--- config.mk ---
export PLATFORM = sky130hd
export DESIGN_NAME = seg7_rx
export DESIGN_NICKNAME = d
export VERILOG_FILES = /design/src/rtl/seg7_rx.sv
export SDC_FILE = /design/constraint.sdc
export NUM_CORES = 1
export LEC_CHECK = 0
export ABC_AREA = 1
export BUFFER_PORTS_ARGS = -buffer_cell sky130_fd_sc_hd__buf_4
export CAP_MARGIN = 0
export CELL_PAD_IN_SITES_DETAIL_PLACEMENT = 1
export CELL_PAD_IN_SITES_GLOBAL_PLACEMENT = 2
export CORE_ASPECT_RATIO = 1.75
export CORE_UTILIZATION = 38
export DETAILED_ROUTE_END_ITERATION = 7
export PLACE_DENSITY = 0.79
export SKIP_LAST_GASP = 1
export SYNTH_ARGS = -nofsm -noshare
export SYNTH_HDL_FRONTEND = slang
export SYNTH_SLANG_ARGS = --single-unit
--- constraint.sdc ---
create_clock -name CLK -period 9.5 [get_ports CLK]
set_input_delay 0.95 -clock CLK [delete_from_list [all_inputs] [get_ports CLK]]
set_output_delay 0.95 -clock CLK [all_outputs]
set_load 0.005 [all_outputs]
--- src/rtl/seg7_rx.sv ---
// seg7_rx: decoder for four active-low 7-segment buses (plus decimal point).
// Each bus is double-flop synchronised and must hold for STABLE_CYCLES
// identical samples before it is decoded and latched. Patterns the encoder
// cannot produce are flagged per digit and in a sticky error flag.
//
// Optional feature macro: SEG7RX_HEX_EN
//   defined   -> patterns A..F decode to 4'hA..4'hF as valid digits
//   undefined -> BCD only; A..F patterns are treated as invalid
//
// Ports:
//   CLK        system clock
//   RST        asynchronous, active-high reset
//   nHEX0..3   active-low segment buses, bit0=a .. bit6=g, bit7=dp
//   err_clr    synchronous clear of the sticky error flag
//   digit      decoded values {d3,d2,d1,d0}, 4 bits each
//   dp         decimal-point lit flags (1 = lit), bit i from nHEXi
//   valid      last latch decoded all four digits as valid
//   update     one-cycle pulse when latched content changes
//   err_digit  per-digit invalid flags from the most recent latch
//   err        sticky error flag
module seg7_rx #(
  parameter int unsigned STABLE_CYCLES = 4
) (
  input  logic        CLK,
  input  logic        RST,
  input  logic [7:0]  nHEX0,
  input  logic [7:0]  nHEX1,
  input  logic [7:0]  nHEX2,
  input  logic [7:0]  nHEX3,
  input  logic        err_clr,
  output logic [15:0] digit,
  output logic [3:0]  dp,
  output logic        valid,
  output logic        update,
  output logic [3:0]  err_digit,
  output logic        err
);

  localparam int unsigned NUM_DIG = 4;
  localparam int unsigned SEG_W   = 8;
  localparam int unsigned BUS_W   = NUM_DIG * SEG_W;
  localparam int unsigned DIG_W   = 4;
  localparam int unsigned CNT_W   = 8;

  logic [BUS_W-1:0]         s1;
  logic [BUS_W-1:0]         s2;
  logic [BUS_W-1:0]         prev;
  logic [CNT_W-1:0]         cnt;
  logic                     latched_once;

  logic                     stable_c;
  logic                     latch_c;
  logic                     changed_c;
  logic [NUM_DIG*DIG_W-1:0] new_digit_c;
  logic [NUM_DIG-1:0]       new_dp_c;
  logic [NUM_DIG-1:0]       new_err_c;
  logic [4:0]               dec_c [NUM_DIG];

  // Returns {ok, value} for a 7-bit active-low segment pattern.
  function automatic logic [4:0] decode_seg(input logic [6:0] seg);
    logic [4:0] r;
    r = 5'b0;
    case (seg)
      7'h40: r = {1'b1, 4'h0};
      7'h79: r = {1'b1, 4'h1};
      7'h24: r = {1'b1, 4'h2};
      7'h30: r = {1'b1, 4'h3};
      7'h19: r = {1'b1, 4'h4};
      7'h12: r = {1'b1, 4'h5};
      7'h02: r = {1'b1, 4'h6};
      7'h78: r = {1'b1, 4'h7};
      7'h00: r = {1'b1, 4'h8};
      7'h10: r = {1'b1, 4'h9};
`ifdef SEG7RX_HEX_EN
      7'h08: r = {1'b1, 4'hA};
      7'h03: r = {1'b1, 4'hB};
      7'h46: r = {1'b1, 4'hC};
      7'h21: r = {1'b1, 4'hD};
      7'h06: r = {1'b1, 4'hE};
      7'h0E: r = {1'b1, 4'hF};
`endif
      default: r = 5'b0;
    endcase
    return r;
  endfunction

  // Stability window: latch exactly once when the count reaches its last step.
  assign stable_c = (s2 == prev);
  assign latch_c  = stable_c && (cnt == CNT_W'(STABLE_CYCLES - 1));

  // Decode the synchronised sample; invalid digits keep their old value.
  always_comb begin
    new_digit_c = digit;
    new_dp_c    = '0;
    new_err_c   = '0;
    for (int i = 0; i < NUM_DIG; i++) begin
      dec_c[i]                   = decode_seg(s2[i*SEG_W +: 7]);
      new_dp_c[i]                = ~s2[i*SEG_W + 7];
      new_err_c[i]               = ~dec_c[i][4];
      if (dec_c[i][4])
        new_digit_c[i*DIG_W +: DIG_W] = dec_c[i][3:0];
    end
    changed_c = ({new_digit_c, new_dp_c, new_err_c} != {digit, dp, err_digit});
  end

  // Sync chain, stability counter and latched outputs.
  always_ff @(posedge CLK or posedge RST) begin
    if (RST) begin
      s1           <= '0;
      s2           <= '0;
      prev         <= '0;
      cnt          <= '0;
      latched_once <= 1'b0;
      digit        <= '0;
      dp           <= '0;
      valid        <= 1'b0;
      update       <= 1'b0;
      err_digit    <= '0;
      err          <= 1'b0;
    end else begin
      s1     <= {nHEX3, nHEX2, nHEX1, nHEX0};
      s2     <= s1;
      prev   <= s2;
      update <= 1'b0;

      if (!stable_c)
        cnt <= '0;
      else if (cnt < CNT_W'(STABLE_CYCLES))
        cnt <= cnt + CNT_W'(1);

      if (latch_c) begin
        digit        <= new_digit_c;
        dp           <= new_dp_c;
        err_digit    <= new_err_c;
        valid        <= (new_err_c == '0);
        update       <= changed_c || !latched_once;
        latched_once <= 1'b1;
      end

      // Set wins over clear; a clear is ignored while the latched content
      // is still invalid, so the flag cannot drop under a live fault.
      if (latch_c && (new_err_c != '0))
        err <= 1'b1;
      else if (err_clr && (err_digit == '0))
        err <= 1'b0;
    end
  end

endmodule
==> impl_metrics.tcl, run 1 <==
set metrics [dict create \
    worst_ep_arrival_time_ns 2.70 \
    upper_clock_frequency_limit_mhz 423 \
    worst_ir_drop_vdd_uv 145 \
    grt_use_met2_pct 39.2 \
    floorplan.core_area_mm2 0.0144 \
    setup_slack_after_placement_ns 7.14 \
    dr.first_iter.drc_count 194 \
    postRouteAntennaNets 0 \
    synthCells 647 \
    drt_drc_violations_left 0 \
    critical_path.top_delay_family "simple AND/OR/NAND/NOR gates" \
    cp_max_fo 36 \
    cts_sinks 132 \
    fin_skew_ns 0.0120 \
    firstDrtPassIters 4 \
    first_global_vias 4576 \
    fillers 1762 \
    max-cap-violations 0 \
    setup_repair_after_global_routing_missed_its_margin "no" \
    cts.reportedPaths.clkPinSlew_ns 0.06 \
    fin_ws_ns 7.13 \
    grt_first_pass_wirelength_um 23600 \
    end_kind "flop" \
    route.final.wire_length_um 14800 \
    maximum_number_of_pins_on_one_net_before_global_route_repair 77 \
    critical_path.max_stage_delay_ns 0.48 \
    ys_seq_area_share_pct 58.4 \
    drt-vias-per-instance 4.82 \
    req_time_crit_path_ns 9.84 \
    final_setup_viols 0 \
    initial_util_pct 39.2 \
    tritoncts_clock_tree "done" \
    cell_rows 58 \
    area_delta_synth_final_pct 21.1 \
    status "finished, final reports clean" \
    cts_max_path_buffers 2 \
    num_antenna_cells 0 \
    worst-slew-pin-transition_ns 0.690 \
    final_core_utilization_pct 47.4 \
    post_drt_wl_per_cell_um 16.3 \
    die_x_um 94.2 \
    io-pin-count 62 \
    worstSetupPathType "reg -> reg" \
    power.leakage_nw 3.40 \
    cts_post_setup_buffers_inserted 0 \
    critical_path.cell_chain "xor2_1, nor4_1, nand2_1, nor2_2, nand3_4, clkinv_4, nand2_1, o21ai_1" \
    final_area_mm2 0.00685 \
    die_height_um 163 \
    routabilityCongestion 0.809 \
    nets 753 \
    timing.setup.tns_ns 0 \
    period_needed_ns 2.37 \
    clock_tree.root_cell "sky130_fd_sc_hd__clkbuf_16" \
    synth_nets 683 \
    slew-limit-headroom_pct 54.0 \
    hold_buffers 0 \
    postSynthAreaPerCell_um2 8.74 \
    grtUsageTotal_pct 21.1 \
    globalRouteMet1Util_pct 22.4 \
    dieArea_mm2 0.0154 \
    power.total_mw 1.30 \
    final_hold_violating_endpoints 0 \
    place.port_buffers 61 \
    cts_repair_resize_count 0 \
    overflow 0 \
    final_cell_count_no_fill 910 \
    layout-drive-gt1-share_pct 15.1 \
    path_buf_inv 1 \
    antenna_found_initial 0 \
    placed_cell_area_mm2 0.00629 \
    post_synth_num_cell_types 29 \
    yosys_warnings 0 \
    final_max_slew_viol_count 0 \
    timing.final.crit_share_pct 24.9 \
    tritoncts.num_buffers 17 \
    pwr_density_cell_mw_per_mm2 189 \
    fin_worst_hold_slack_ns 0.342 \
    synth.ff_latch_count 132 \
    min-delay-path-class "reg -> reg" \
    cell_seen_most_often_among_critical_path_stages "sky130_fd_sc_hd__nand2_1" \
    insertion_delay_ns 0.42 \
    grt_use_met3_pct 3.72 \
    dp_hpwl_um 11300 \
    cp_slowest_cell "sky130_fd_sc_hd__dfrtp_1" \
    dp_cells 878 \
    routed-via-count 4390 \
    setup.worst_path.start_class "flop" \
    grt.busiest_layer "met2" \
    mappedNetlistArea_mm2 0.00566 \
    htreeDepth 4 \
]
-- report_power, final --
group	internal (mW)	total [mW]	switching, mW
logic	0.0244	0.0675	0.0431
registers	0.583	0.601	0.0184
clock network	0.346	0.627	0.281
-- state kept, by name (all words and copies together), names as in the netlist, 4 cells and up --
name / flops
dp: 4
s2: 32
digit: 16
s1: 32
prev: 32
err_digit: 4
cnt: 8
-- layout by cell type (no fill, tap or decap), drive strengths merged --
cell      instances
nand4            13
o211ai            1
and2              1
nor2             99
nand3b            2
clkinv            5
o2bb2ai           1
nor4              6
nand3            39
inv              84
xnor2             3
a21oi            10
o21ai            42
o31ai             1
o22ai             2
clkbuf           17
xor2             26
clkinvlp          2
or2               3
dfrtp           132
ha                1
nor3              6
nand2           172
buf              62
-- final cells by class --
type,instances,area [µm²],share of cell area (%)
clock buffer,17,425,6.21
clock inverter,15,139,2.03
inverter,76,295,4.31
multi-input combinational,428,2000,29.2
sequential,132,3300,48.2
tap,180,225,3.29
timing repair buffer,62,465,6.79
-- synthesized netlist by cell type --
library cell | count | area (µm²)
sky130_fd_sc_hd__o211ai_1 | 1 | 7.51
sky130_fd_sc_hd__xnor2_1 | 3 | 26.3
sky130_fd_sc_hd__o31ai_1 | 1 | 7.51
sky130_fd_sc_hd__nor3_1 | 6 | 30.0
sky130_fd_sc_hd__inv_2 | 4 | 15.0
sky130_fd_sc_hd__nor2_1 | 96 | 360
sky130_fd_sc_hd__o21ai_1 | 25 | 125
sky130_fd_sc_hd__nand4_1 | 13 | 81.3
sky130_fd_sc_hd__nand3_4 | 1 | 17.5
sky130_fd_sc_hd__nand3b_1 | 2 | 15.0
sky130_fd_sc_hd__nand2_1 | 171 | 642
sky130_fd_sc_hd__buf_2 | 9 | 45.0
sky130_fd_sc_hd__and2_1 | 1 | 6.26
sky130_fd_sc_hd__buf_6 | 2 | 22.5
sky130_fd_sc_hd__or2_2 | 3 | 18.8
sky130_fd_sc_hd__ha_1 | 1 | 12.5
sky130_fd_sc_hd__clkinv_4 | 1 | 8.76
sky130_fd_sc_hd__nor4_1 | 6 | 37.5
sky130_fd_sc_hd__o2bb2ai_1 | 1 | 8.76
sky130_fd_sc_hd__nand3_1 | 36 | 180
sky130_fd_sc_hd__o21ai_0 | 17 | 85.1
sky130_fd_sc_hd__nor2_2 | 3 | 18.8
sky130_fd_sc_hd__nand3_2 | 2 | 20.0
sky130_fd_sc_hd__inv_1 | 71 | 267
sky130_fd_sc_hd__a21oi_1 | 10 | 50.1
sky130_fd_sc_hd__dfrtp_1 | 132 | 3300
sky130_fd_sc_hd__o22ai_1 | 2 | 12.5
sky130_fd_sc_hd__nand2_2 | 1 | 6.26
sky130_fd_sc_hd__xor2_1 | 26 | 228
-- path summary, 6_finish.rpt --
kind | to | slack, ns | from | depth (start not counted)
max reg2reg | digit[3] | 7.13 | s2[4] | 8
min reg2reg | s2[10] | 0.34 | s1[10] | 0
max in group asynchronous | prev[13] | 7.69 | RST | 3
min in group asynchronous | s1[19] | 0.64 | RST | 2
max | digit[3] | 7.13 | s2[4] | 8
min | s2[10] | 0.34 | s1[10] | 0
-- logic make-up after synthesis --
kind of cell / synth area share [%]
simple gates: 25.3
compound gates: 5.24
fa+ha+maj: 0.221
flops: 58.4
buf+inv: 6.32
xor+xnor: 4.49
-- layer usage --
layer  part of all wire, %  vias up
li1                      -     2174
met1                    38     2126
met2                    57       64
met3                   2.1       26
met4                   2.8        0
met5                     0        -
Note: power is estimated with default switching activity, not from simulation.
==> run 2: changes to the inputs <==
--- a/config.mk
+++ b/config.mk
@@ -11,9 +11,9 @@
 export CELL_PAD_IN_SITES_DETAIL_PLACEMENT = 1
 export CELL_PAD_IN_SITES_GLOBAL_PLACEMENT = 2
 export CORE_ASPECT_RATIO = 1.75
-export CORE_UTILIZATION = 38
+export CORE_UTILIZATION = 32
 export DETAILED_ROUTE_END_ITERATION = 7
-export PLACE_DENSITY = 0.79
+export PLACE_DENSITY = 0.71
 export SKIP_LAST_GASP = 1
 export SYNTH_ARGS = -nofsm -noshare
 export SYNTH_HDL_FRONTEND = slang
==> constraint.sdc (replaced) <==
create_clock -name CLK -period 1.9 [get_ports CLK]
set_input_delay 0.19 -clock CLK [delete_from_list [all_inputs] [get_ports CLK]]
set_output_delay 0.19 -clock CLK [all_outputs]
set_load 0.005 [all_outputs]
==> run 2 against run 1 <==
The run now ends with negative setup slack left. Worst setup slack worse by 7.1 ns. First-iteration DRC count fell by 36%. Routed wire length up 15%. Global-route usage down 0.67 points. Combinational power rose to 7.6 times the previous value. Final cell count increased by 16%. Maximum frequency rose by 24%. Design area increased by 19%. Register-to-register slack got worse by 7.1 ns. Sequential power grew to 5.0 times the previous value. Die area grew 18%. Sequential share of layout area fell by 7.3 points. Critical endpoint is now digit[9].
==> impl_metrics.tcl, run 2 (same netlist as run 1, synthesis figures left out) <==
set metrics [dict create \
    ff2ff_path_depth 9 \
    end_kind "flop" \
    reg.largest.list "prev: 32 flops, s1: 32 flops, s2: 32 flops" \
    final_setup_viols 4 \
    final_hold_violating_endpoints 0 \
    worstSetupPathType "reg -> reg" \
    worst_ir_drop_vdd_uv 874 \
    power.leakage_nw 3.98 \
    max-cap-violations 0 \
    cell_seen_most_often_among_critical_path_stages "sky130_fd_sc_hd__nand2_1" \
    nets 851 \
    pwr_density_cell_mw_per_mm2 831 \
    dp_hpwl_um 12300 \
    postRouteAntennaNets 0 \
    routed-via-count 4881 \
    grt_first_pass_wirelength_um 27000 \
    cts.reportedPaths.clkPinSlew_ns 0.06 \
    timing.final.crit_share_pct 101 \
    firstDrtPassIters 4 \
    worst_ep_arrival_time_ns 2.22 \
    cts_sinks 132 \
    num_antenna_cells 0 \
    fillers 2048 \
    drt_drc_violations_left 0 \
    timing.setup.tns_ns -0.0298 \
    status "complete, but fails checks" \
    min-delay-path-class "in -> reg" \
    layout_common_cells "sky130_fd_sc_hd__nand2_1, sky130_fd_sc_hd__dfrtp_1, sky130_fd_sc_hd__buf_4" \
    fin_ws_ns -0.0136 \
    insertion_delay_ns 0.43 \
    die_x_um 103 \
    drt-vias-per-instance 4.61 \
    io-pin-count 62 \
    post_drt_wl_per_cell_um 16.1 \
    req_time_crit_path_ns 2.21 \
    mostFrequentLayoutCell "sky130_fd_sc_hd__nand2_1" \
    setup_repair_after_global_routing_missed_its_margin "yes" \
    grtUsageTotal_pct 20.5 \
    first_global_vias 5361 \
    area_delta_synth_final_pct 43.6 \
    layout-drive-gt1-share_pct 31.0 \
    fin_worst_hold_slack_ns 0.0690 \
    floorplan.core_area_mm2 0.0174 \
    cp_max_fo 6 \
    dieArea_mm2 0.0182 \
    tritoncts.num_buffers 17 \
    dr.first_iter.drc_count 125 \
    clock_tree.root_cell "sky130_fd_sc_hd__clkbuf_16" \
    hold_path_depth 4 \
    fin_skew_ns 0.00715 \
    setup_slack_after_placement_ns -0.216 \
    route.final.wire_length_um 17000 \
    cp_slowest_cell "sky130_fd_sc_hd__dfrtp_2" \
    upper_clock_frequency_limit_mhz 523 \
    routabilityCongestion 0.844 \
    period_needed_ns 1.91 \
    tritoncts_clock_tree "done" \
    cell_rows 64 \
    htreeDepth 4 \
    cts_max_path_buffers 2 \
    final_core_utilization_pct 46.7 \
    critical_path.cell_chain "buf_6, xor2_2, nor4_2, nand2_1, nor2_4, nand3_4, buf_4, o21ai_1, nand2_1" \
    die_height_um 178 \
    setup.worst_path.start_class "flop" \
    final_max_slew_viol_count 0 \
    place.port_buffers 61 \
    overflow 0 \
    slew-limit-headroom_pct 60.9 \
    worst-slew-pin-transition_ns 0.585 \
    maximum_number_of_pins_on_one_net_before_global_route_repair 51 \
    initial_util_pct 32.6 \
    antenna_found_initial 0 \
    violations "negative setup slack" \
    critical_path.max_stage_delay_ns 0.46 \
]
[run 2: cell types whose count changed in the layout (fill, tap and decap cells not counted), moves of 6 or more]
cell                            delta
sky130_fd_sc_hd__nor2_1           -27
sky130_fd_sc_hd__nand2_1          -22
sky130_fd_sc_hd__dlygate4sd3_1    +33
sky130_fd_sc_hd__nor2_4            +8
sky130_fd_sc_hd__nor2_2           +19
sky130_fd_sc_hd__o21ai_2           +6
sky130_fd_sc_hd__dfrtp_2          +15
sky130_fd_sc_hd__buf_4            +53
sky130_fd_sc_hd__nand2_2          +18
sky130_fd_sc_hd__dfrtp_1          -15
[run 2: metal layers]
| layer | vias up | global-route usage [%] | share of wire [%] |
|---|---|---|---|
| li1 | 2370 | - | - |
| met1 | 2406 | 20.7 | 38 |
| met2 | 72 | 38.4 | 57 |
| met3 | 33 | 4.06 | 2.2 |
| met4 | 0 | 10.2 | 3.2 |
| met5 | - | 0 | 0 |
[run 2: final timing paths]
| path | slack [ns] | start | end |
|---|---|---|---|
| max | -0.01 | s2[17] | digit[9] |
| min | 0.07 | err_clr | err |
| max reg2reg | -0.01 | s2[17] | digit[9] |
| min reg2reg | 0.34 | s1[3] | s2[3] |
| max in group asynchronous | 0.84 | RST | s2[13] |
| min in group asynchronous | 0.40 | RST | cnt[4] |
[run 2: timing repair]
action                                  in CTS  in global routing
cloned                                       2                  1
endpoints found under the hold margin       54                  0
endpoints found under the setup margin      34                 36
hold buffers                                33                  0
buffers inserted                             4                  7
resized for setup                           29                 83
pin swaps                                    2                 16
[run 2: area by class of cell]
type	instances	area, µm²	share of cell area (%)
Clock buffer	19	443	5.45
Clock inverter	13	133	1.63
Inverter	76	307	3.77
Multi-Input combinational cell	428	2270	27.9
Sequential cell	132	3320	40.9
Tap cell	231	289	3.56
Timing Repair Buffer	157	1320	16.2
Timing Repair inverter	3	41.3	0.508
[run 2: metrics by stage]
stage	power [mW]	instances	instance area, µm²
global route	7.01	1059	8120
global placement	3.46	980	6770
floorplan	3.25	647	5660
CTS	6.81	1051	7830
detailed placement	3.48	980	6770
finish	6.75	1059	8120
[run 2: report_power, final]
group	internal, mW	leakage [nW]	switching, mW
combinational	0.238	2.09	0.276
clock	1.96	0.287	1.27
sequential	2.92	1.61	0.0915
[run 2: critical path, delay by kind of cell, from the launching register on]
kind	cells	cell delay, ns
xor+xnor	1	0.17
compound gates	1	0.10
simple gates	5	0.74
buf+inv	2	0.33
flops	1	0.46
